[config.mk]
export PLATFORM = sky130hd
export DESIGN_NAME = stack_dmem_arbiter
export DESIGN_NICKNAME = d
export VERILOG_FILES = /design/src/rtl/stack_dmem_arbiter.sv
export SDC_FILE = /design/constraint.sdc
export NUM_CORES = 1
export LEC_CHECK = 0
export CAP_MARGIN = 5
export CELL_PAD_IN_SITES_DETAIL_PLACEMENT = 0
export CELL_PAD_IN_SITES_GLOBAL_PLACEMENT = 2
export CORE_MARGIN = 2
export CORE_UTILIZATION = 11
export DETAILED_ROUTE_END_ITERATION = 12
export HOLD_SLACK_MARGIN = 0.06
export PLACE_DENSITY_LB_ADDON = 0.1
export RECOVER_POWER = 50
export SYNTH_ARGS = -nofsm -noshare
export SYNTH_HDL_FRONTEND = slang
export SYNTH_SLANG_ARGS = --single-unit
[constraint.sdc]
create_clock -name clk_i -period 3.5 [get_ports clk_i]
set_clock_uncertainty 0.1 [all_clocks]
set_input_delay 0.7 -clock clk_i [delete_from_list [all_inputs] [get_ports clk_i]]
set_output_delay 0.7 -clock clk_i [all_outputs]
set_load 0.005 [all_outputs]
[src/rtl/stack_dmem_arbiter.sv]
// rtl/stack_dmem_arbiter.sv - round-robin arbiter sharing one stack data memory port among NCORES cores
`ifndef STACK_ADDRW
`define STACK_ADDRW 10
`endif

module stack_dmem_arbiter #(
  parameter int NCORES      = 4,
  parameter int STACK_ADDRW = `STACK_ADDRW
) (
  input  logic                          clk_i,
  input  logic                          rst_ni,
  input  logic [NCORES-1:0]             req_valid_i,
  output logic [NCORES-1:0]             req_ready_o,
  input  logic [NCORES-1:0]             req_we_i,
  input  logic [NCORES*STACK_ADDRW-1:0] req_addr_i,
  input  logic [NCORES*32-1:0]          req_wdata_i,
  input  logic [NCORES*4-1:0]           req_wstrb_i,
  output logic [NCORES-1:0]             rsp_valid_o,
  output logic [31:0]                   rsp_rdata_o,
  output logic                          mem_re_o,
  output logic                          mem_we_o,
  output logic [STACK_ADDRW-1:0]        mem_addr_o,
  output logic [31:0]                   mem_wdata_o,
  output logic [3:0]                    mem_wstrb_o,
  input  logic [31:0]                   mem_rdata_i
);

  localparam int PW = (NCORES > 1) ? $clog2(NCORES) : 1;

  logic [PW-1:0] prio_q, prio_d;
  logic          rsp_pend_q, rsp_pend_d;
  logic [PW-1:0] rsp_id_q, rsp_id_d;
  logic          rsp_rd_q, rsp_rd_d;

  logic          gnt_found;
  logic [PW-1:0] gnt_idx;
  logic [PW-1:0] cand;

  // First valid core at or after prio, wrapping modulo NCORES.
  always_comb begin
    gnt_found = 1'b0;
    gnt_idx   = '0;
    cand      = '0;
    for (int i = 0; i < NCORES; i++) begin
      cand = PW'((int'(prio_q) + i) % NCORES);
      if (!gnt_found && req_valid_i[cand]) begin
        gnt_found = 1'b1;
        gnt_idx   = cand;
      end
    end
  end

  always_comb begin
    req_ready_o = '0;
    mem_re_o    = 1'b0;
    mem_we_o    = 1'b0;
    mem_addr_o  = '0;
    mem_wdata_o = '0;
    mem_wstrb_o = '0;
    prio_d      = prio_q;
    rsp_pend_d  = 1'b0;
    rsp_id_d    = rsp_id_q;
    rsp_rd_d    = rsp_rd_q;
    if (gnt_found) begin
      req_ready_o[gnt_idx] = 1'b1;
      mem_we_o    = req_we_i[gnt_idx];
      mem_re_o    = ~req_we_i[gnt_idx];
      mem_addr_o  = req_addr_i[gnt_idx*STACK_ADDRW +: STACK_ADDRW];
      mem_wdata_o = req_wdata_i[gnt_idx*32 +: 32];
      mem_wstrb_o = req_we_i[gnt_idx] ? req_wstrb_i[gnt_idx*4 +: 4] : 4'b0000;
      prio_d      = (gnt_idx == PW'(NCORES - 1)) ? '0 : gnt_idx + 1'b1;
      rsp_pend_d  = 1'b1;
      rsp_id_d    = gnt_idx;
      rsp_rd_d    = ~req_we_i[gnt_idx];
    end
  end

  always_ff @(posedge clk_i or negedge rst_ni) begin
    if (!rst_ni) begin
      prio_q     <= '0;
      rsp_pend_q <= 1'b0;
      rsp_id_q   <= '0;
      rsp_rd_q   <= 1'b0;
    end else begin
      prio_q     <= prio_d;
      rsp_pend_q <= rsp_pend_d;
      rsp_id_q   <= rsp_id_d;
      rsp_rd_q   <= rsp_rd_d;
    end
  end

  // Write acknowledges carry zero data so only reads expose mem_rdata_i.
  always_comb begin
    rsp_valid_o = '0;
    if (rsp_pend_q) rsp_valid_o[rsp_id_q] = 1'b1;
    rsp_rdata_o = rsp_rd_q ? mem_rdata_i : 32'h0;
  end

endmodule

==> results.toml, run 1 <==
[global_routing]
globalRoute.totalOverflow = 0
grt_start_max_net_pins = 34
globalRouteTotalUtil_pct = 12.1
grt_first_pass_wirelength_mm = 18.9
grt_antenna_before_repair = 0
grt_pass1_vias = 3515

[synthesis]
synth_fp_nets = 468
ys_warn_count = 0
synth_top_area_cell = "mux2i_1"
postSynthAreaPerCell_um2 = 8.73
yosysMostFrequentCell = "mux2i_1"
ys_ff_latch = 6
async_flop_share_pct = 100
syn_area_um2 = 2080
yosys-top-cells-count = "mux2i_1, and2_1, o22ai_1"
netlist_instances = 238
ys_types = 34
synth-edff-count = 0
synth-main-ff-cell = "dfrtp_1"
synth.area.top_cells = "mux2i_1, mux4_2, and2_1"
seq_area_frac_synth_pct = 7.23
synthDominantCellAreaShare_pct = 32.3

[floorplanning]
ios = 314
dieArea_um2 = 20000
rows = 50
initial_core_util_pct = 11.1
fp.dieH_um = 141
coreArea_um2 = 18600
die_w_um = 141

[critical_path]
regToRegSetupSlack_ps = 1450
start_kind = "primary input"
setup.worst_path.end = "mem_wstrb_o[2]"
required_ps = 2700
crit_start = "req_valid_i[1]"
critPathKind = "primary input to output port"
arrival_ps = 2620
r2r-start = "prio_q[1]"
rr_worst_depth = 7
path_max_fanout = 3
end_kind = "output port"
r2r_end = "rsp_rd_q"

[clock_tree]
cts_max_path_buffers = 2
clock-sinks = 6
cts.clk_slew.worst_paths_ps = 30
cts_hold_buf = 0
cts.root.buffer_cell = "clkbuf_16"
cts_tree = "done"
cts_max_level = 1
cts_made_buffers = 3
clock_latency_ps = 220

[timing]
tns_ps = 0
layout_min_cycle_time_ps = 3420
rsz0062_at_grt = "false"
slew_viol_final = 0
worst_pin_slew_ps = 753
max_freq_ghz = 0.292
hold_viol = 0
setup_viol = 0
max_slew_margin_pct = 49.8
fin_hold_ws_ps = 428
setup_ws_ps = 76.6
fin_crit_sh_pct = 97.8

[power]
power_frac_comb_pct = 88.4
ir_drop_mv = 0.176
internal-power_mw = 1.93
finalPower_mw = 3.01
p_leak_nw = 2.78
seq_power_share_pct = 5.7
switching_power_mw = 1.08
power.density_nw_per_um2 = 495
power.share.switching_pct = 35.8
clkPwrFrac_pct = 6.0

[final_layout]
regArea_um2 = 150
final_core_util_pct = 32.6
final_cells = 819
final_cell_area_um2 = 6080
nFillCells = 1980
multi_input_area_um2 = 1820
syn_to_final_growth_pct = 193
drive_above_1_share_pct = 14.0
nNetsFinal = 816

[placement]
placed_cells = 796
dpl.hpwl_mm = 11.1
placed_cell_area_um2 = 5680
routabilityCongestion = 0.715
dp_slack_ps = -466
port_buffers = 313

[drt]
via_per_inst = 4.05
drc = 0
drtIter0Drc = 39
wl_per_cell_um = 16.3
route.vias.total = 3317
ant_nets = 0
dr.pass1.iters = 4
routed_wl_mm = 13.4

[worst_hold_path]
hp-class = "flip-flop to flip-flop"

[flow_run]
drv_cap = 0

[outcome]
status = "complete, no violations"
-- final cells by class --
class                      count  share of cell area (%)
sequential                     6                    2.47
tap                          234                    4.82
timing repair buffer         363                    61.1
antenna                        1                  0.0412
timing repair inverter         1                   0.103
multi-input combinational    207                    29.9
inverter                       4                   0.371
clock buffer                   3                    1.24
-- metal layers --
metal | track usage (%) | vias up | share of wire, %
li1 | - | 1601 | -
met1 | 11.7 | 1510 | 34
met2 | 24.6 | 204 | 54
met3 | 4.56 | 2 | 12
met4 | 1.47 | 0 | 0.25
met5 | 0 | - | 0
-- critical path, cell delays in order --
cell	delay, ps
dlygate4sd2_1	270
buf_4	150
a21oi_1	90
and2b_4	230
inv_4	60
buf_4	120
mux4_2	480
a21boi_1	140
buf_4	130
dlygate4sd2_1	250
-- cells in the final DEF, fill, tap and decap left out, types with 3 or more instances in the layout --
master,instances
clkdlybuf4s50_1,243
dlygate4sd3_1,22
and2_1,30
mux2i_2,3
mux4_2,13
nand2_1,11
clkbuf_16,4
dfrtp_1,6
a21boi_0,4
buf_6,5
mux2i_1,64
buf_12,8
dlygate4sd2_1,21
and2_0,15
buf_4,34
o22ai_1,33
ha_1,4
dlymetal6s2s_1,22
o21ai_0,3
-- timing repair --
item / in CTS / in global routing
setup endpoints to repair: 52 / 32
gates resized for setup: 42 / 38
buffers inserted: 7 / 9
cloned: 2 / 1
pin swaps: 1 / 1
-- logic make-up (layout without fill, tap and decap cells) --
kind of cell,Yosys count,in the layout,share of synthesized area [%]
multiplexers,80,80,46.4
other,0,1,0
buffers and inverters,25,371,6.99
AND/OR/NAND/NOR,73,73,20.7
AO/OA/AOI/OAI,50,50,16.3
flip-flops,6,6,7.23
adder cells (fa/ha/maj),4,4,2.41
-- worst min path at each step --
stage                      startpoint     endpoint  depth (start not counted)
after global placement    rsp_id_q[1]  rsp_id_q[1]                          2
after detailed placement  rsp_id_q[1]  rsp_id_q[1]                          2
after global routing      rsp_id_q[0]  rsp_id_q[0]                          2
after CTS                 rsp_id_q[1]  rsp_id_q[1]                          2
final                     rsp_id_q[0]  rsp_id_q[0]                          2
after floorplan                rst_ni    prio_q[0]                          0
-- state kept, by name (all words and copies together) (netlist names) --
signal / cells
prio_q: 2
rsp_id_q: 2
rsp_pend_q: 1
rsp_rd_q: 1
-- power by group through the flow --
stage          Clock, mW  Sequential, mW  Combinational (mW)
2_1_floorplan          0           0.120                1.15
3_3_place_gp           0           0.171                2.59
3_5_place_dp           0           0.173                2.58
4_1_cts            0.183           0.173                2.64
5_1_grt            0.188           0.186                2.88
6_report           0.180           0.170                2.66
Power figures use the tool's default switching activity.
==> run 2: changes to the inputs <==
Settings changed: REMOVE_ABC_BUFFERS set to 1, SKIP_LAST_GASP set to 1.
==> run 2 against run 1 <==
  * Die area unchanged
  * Utilization decreased by 1.1 points
  * Sequential power decreased by 3%
  * Critical endpoint is now mem_wstrb_o[3]
  * Highest routed layer unchanged
==> results.toml, run 2 (synthesis results as in run 1) <==
[floorplanning]
dieArea_um2 = 20000
die_w_um = 141
rows = 50
initial_core_util_pct = 11.1
fp.dieH_um = 141
ios = 314
coreArea_um2 = 18600

[power]
finalPower_mw = 2.92
switching_power_mw = 1.12
power.share.switching_pct = 38.4
internal-power_mw = 1.80
p_leak_nw = 2.52
power.density_nw_per_um2 = 496
ir_drop_mv = 0.177
seq_power_share_pct = 5.7
clkPwrFrac_pct = 6.4
power_frac_comb_pct = 87.9

[final_layout]
regArea_um2 = 150
reg_top3 = "prio_q: 2 flops, rsp_id_q: 2 flops"
multi_input_area_um2 = 1830
layout_commonest_cell = "clkdlybuf4s50_1"
syn_to_final_growth_pct = 183
final_cell_mix = "clkdlybuf4s50_1, mux2i_1, and2_1, dlygate4sd2_1, o22ai_1"
drive_above_1_share_pct = 11.5
nNetsFinal = 805
final_cell_area_um2 = 5880
num_antenna_cells = 0
nFillCells = 1930

[critical_path]
crit_family = "buffers and inverters"
path_max_fanout = 5
max_stage_delay_ps = 460
cp_cell_sequence = "clkdlybuf4s15_1 > nand3b_1 > o221ai_4 > nor2_4 > buf_4 > mux4_2 > a21boi_1 > clkdlybuf4s50_1"
crit_slowest_cell = "clkdlybuf4s50_1"
required_ps = 2700
regToRegSetupSlack_ps = 1420
r2r-start = "prio_q[1]"
critPathKind = "primary input to output port"
arrival_ps = 2600
start_kind = "primary input"
crit_buf_inv = 3
end_kind = "output port"
r2r_end = "rsp_rd_q"
rr_worst_depth = 8

[drt]
drtIter0Drc = 32
route.vias.total = 3311
via_per_inst = 4.10
dr.pass1.iters = 4
wl_per_cell_um = 17.4
drc = 0
routed_wl_mm = 14.1
ant_nets = 0

[clock_tree]
cts.root.buffer_cell = "clkbuf_16"
cts_made_buffers = 3
clock-sinks = 6
cts.clk_slew.worst_paths_ps = 30
cts_max_path_buffers = 2
clock_latency_ps = 230
cts_max_level = 1
cts_tree = "done"

[placement]
routabilityCongestion = 0.732
dpl.hpwl_mm = 11.3
placed_cell_area_um2 = 5640
dp_slack_ps = -538
port_buffers = 313

[timing]
fin_crit_sh_pct = 97.2
max_slew_margin_pct = 52.7
setup_viol = 0
slew_viol_final = 0
max_freq_ghz = 0.294
layout_min_cycle_time_ps = 3400
hold_viol = 0
setup_ws_ps = 96.3
rsz0062_at_grt = "true"
worst_pin_slew_ps = 709

[worst_hold_path]
whs_endpoint = "rsp_id_q[0]"
hp-start = "rsp_id_q[0]"
hold_depth = 2
hp-class = "flip-flop to flip-flop"

[global_routing]
grt_pass1_vias = 3575
globalRouteTotalUtil_pct = 13.0
grt_first_pass_wirelength_mm = 19.9
grt_antenna_before_repair = 0
grt_start_max_net_pins = 34
globalRoute.totalOverflow = 0

[outcome]
status = "complete, no violations"

[flow_run]
drv_cap = 0
run 2: through the flow:
stage / util, % / hold slack (ps) / setup TNS [ps] / instances
floorplan: - / 304 / -10340 / 217
CTS: 31.2 / 459 / -906 / 799
global placement: 30.3 / 428 / -21510 / 788
finish: 31.5 / 449 / 0 / 807
global route: 31.5 / 508 / 0 / 807
detailed placement: 30.3 / 452 / -23220 / 788
run 2: power groups by stage:
stage	clock [mW]	sequential [mW]	combinational, mW
4_1_cts	0.191	0.167	2.57
3_3_place_gp	0	0.165	2.58
3_5_place_dp	0	0.167	2.57
6_report	0.187	0.165	2.57
2_1_floorplan	0	0.145	1.05
5_1_grt	0.195	0.178	2.78
run 2: metal layers:
metal	part of all wire [%]	track usage, %	vias up
met5	0	0	-
met4	1.3	2.63	0
met3	11	4.42	11
met2	54	26.3	220
met1	33	12.5	1506
li1	-	-	1574
run 2: worst max path at each step:
stage	start	end	cells past startpoint
floorplan	req_valid_i[3]	mem_addr_o[1]	6
detailed placement	req_valid_i[2]	mem_addr_o[1]	8
CTS	req_valid_i[0]	mem_wstrb_o[3]	8
finish	req_valid_i[1]	mem_wstrb_o[3]	8
global route	req_valid_i[3]	mem_wdata_o[10]	8
global placement	req_valid_i[2]	mem_addr_o[1]	8
run 2: tightest hold or removal path: cells and delay by family, from the launching register on:
| kind | cells | cell delay, ps |
|---|---|---|
| flip-flops | 1 | 390 |
| AND/OR/NAND/NOR | 2 | 120 |
run 2: final cells by class:
cell class              count  share of cell area (%)
repair buffers            350                    59.0
inverters                   4                   0.511
multi-input cells         207                    31.1
repair inverters            3                   0.575
flip-flops and latches      6                    2.55
well taps                 234                    4.98
clock buffers               3                    1.28
run 2: timing repair:
item,in CTS,in global routing
setup endpoints to repair,52,24
buffers inserted,6,6
hold buffers,0,0
hold endpoints to repair,0,0
cloned,2,2
pin swaps,2,1
gates resized for setup,55,12
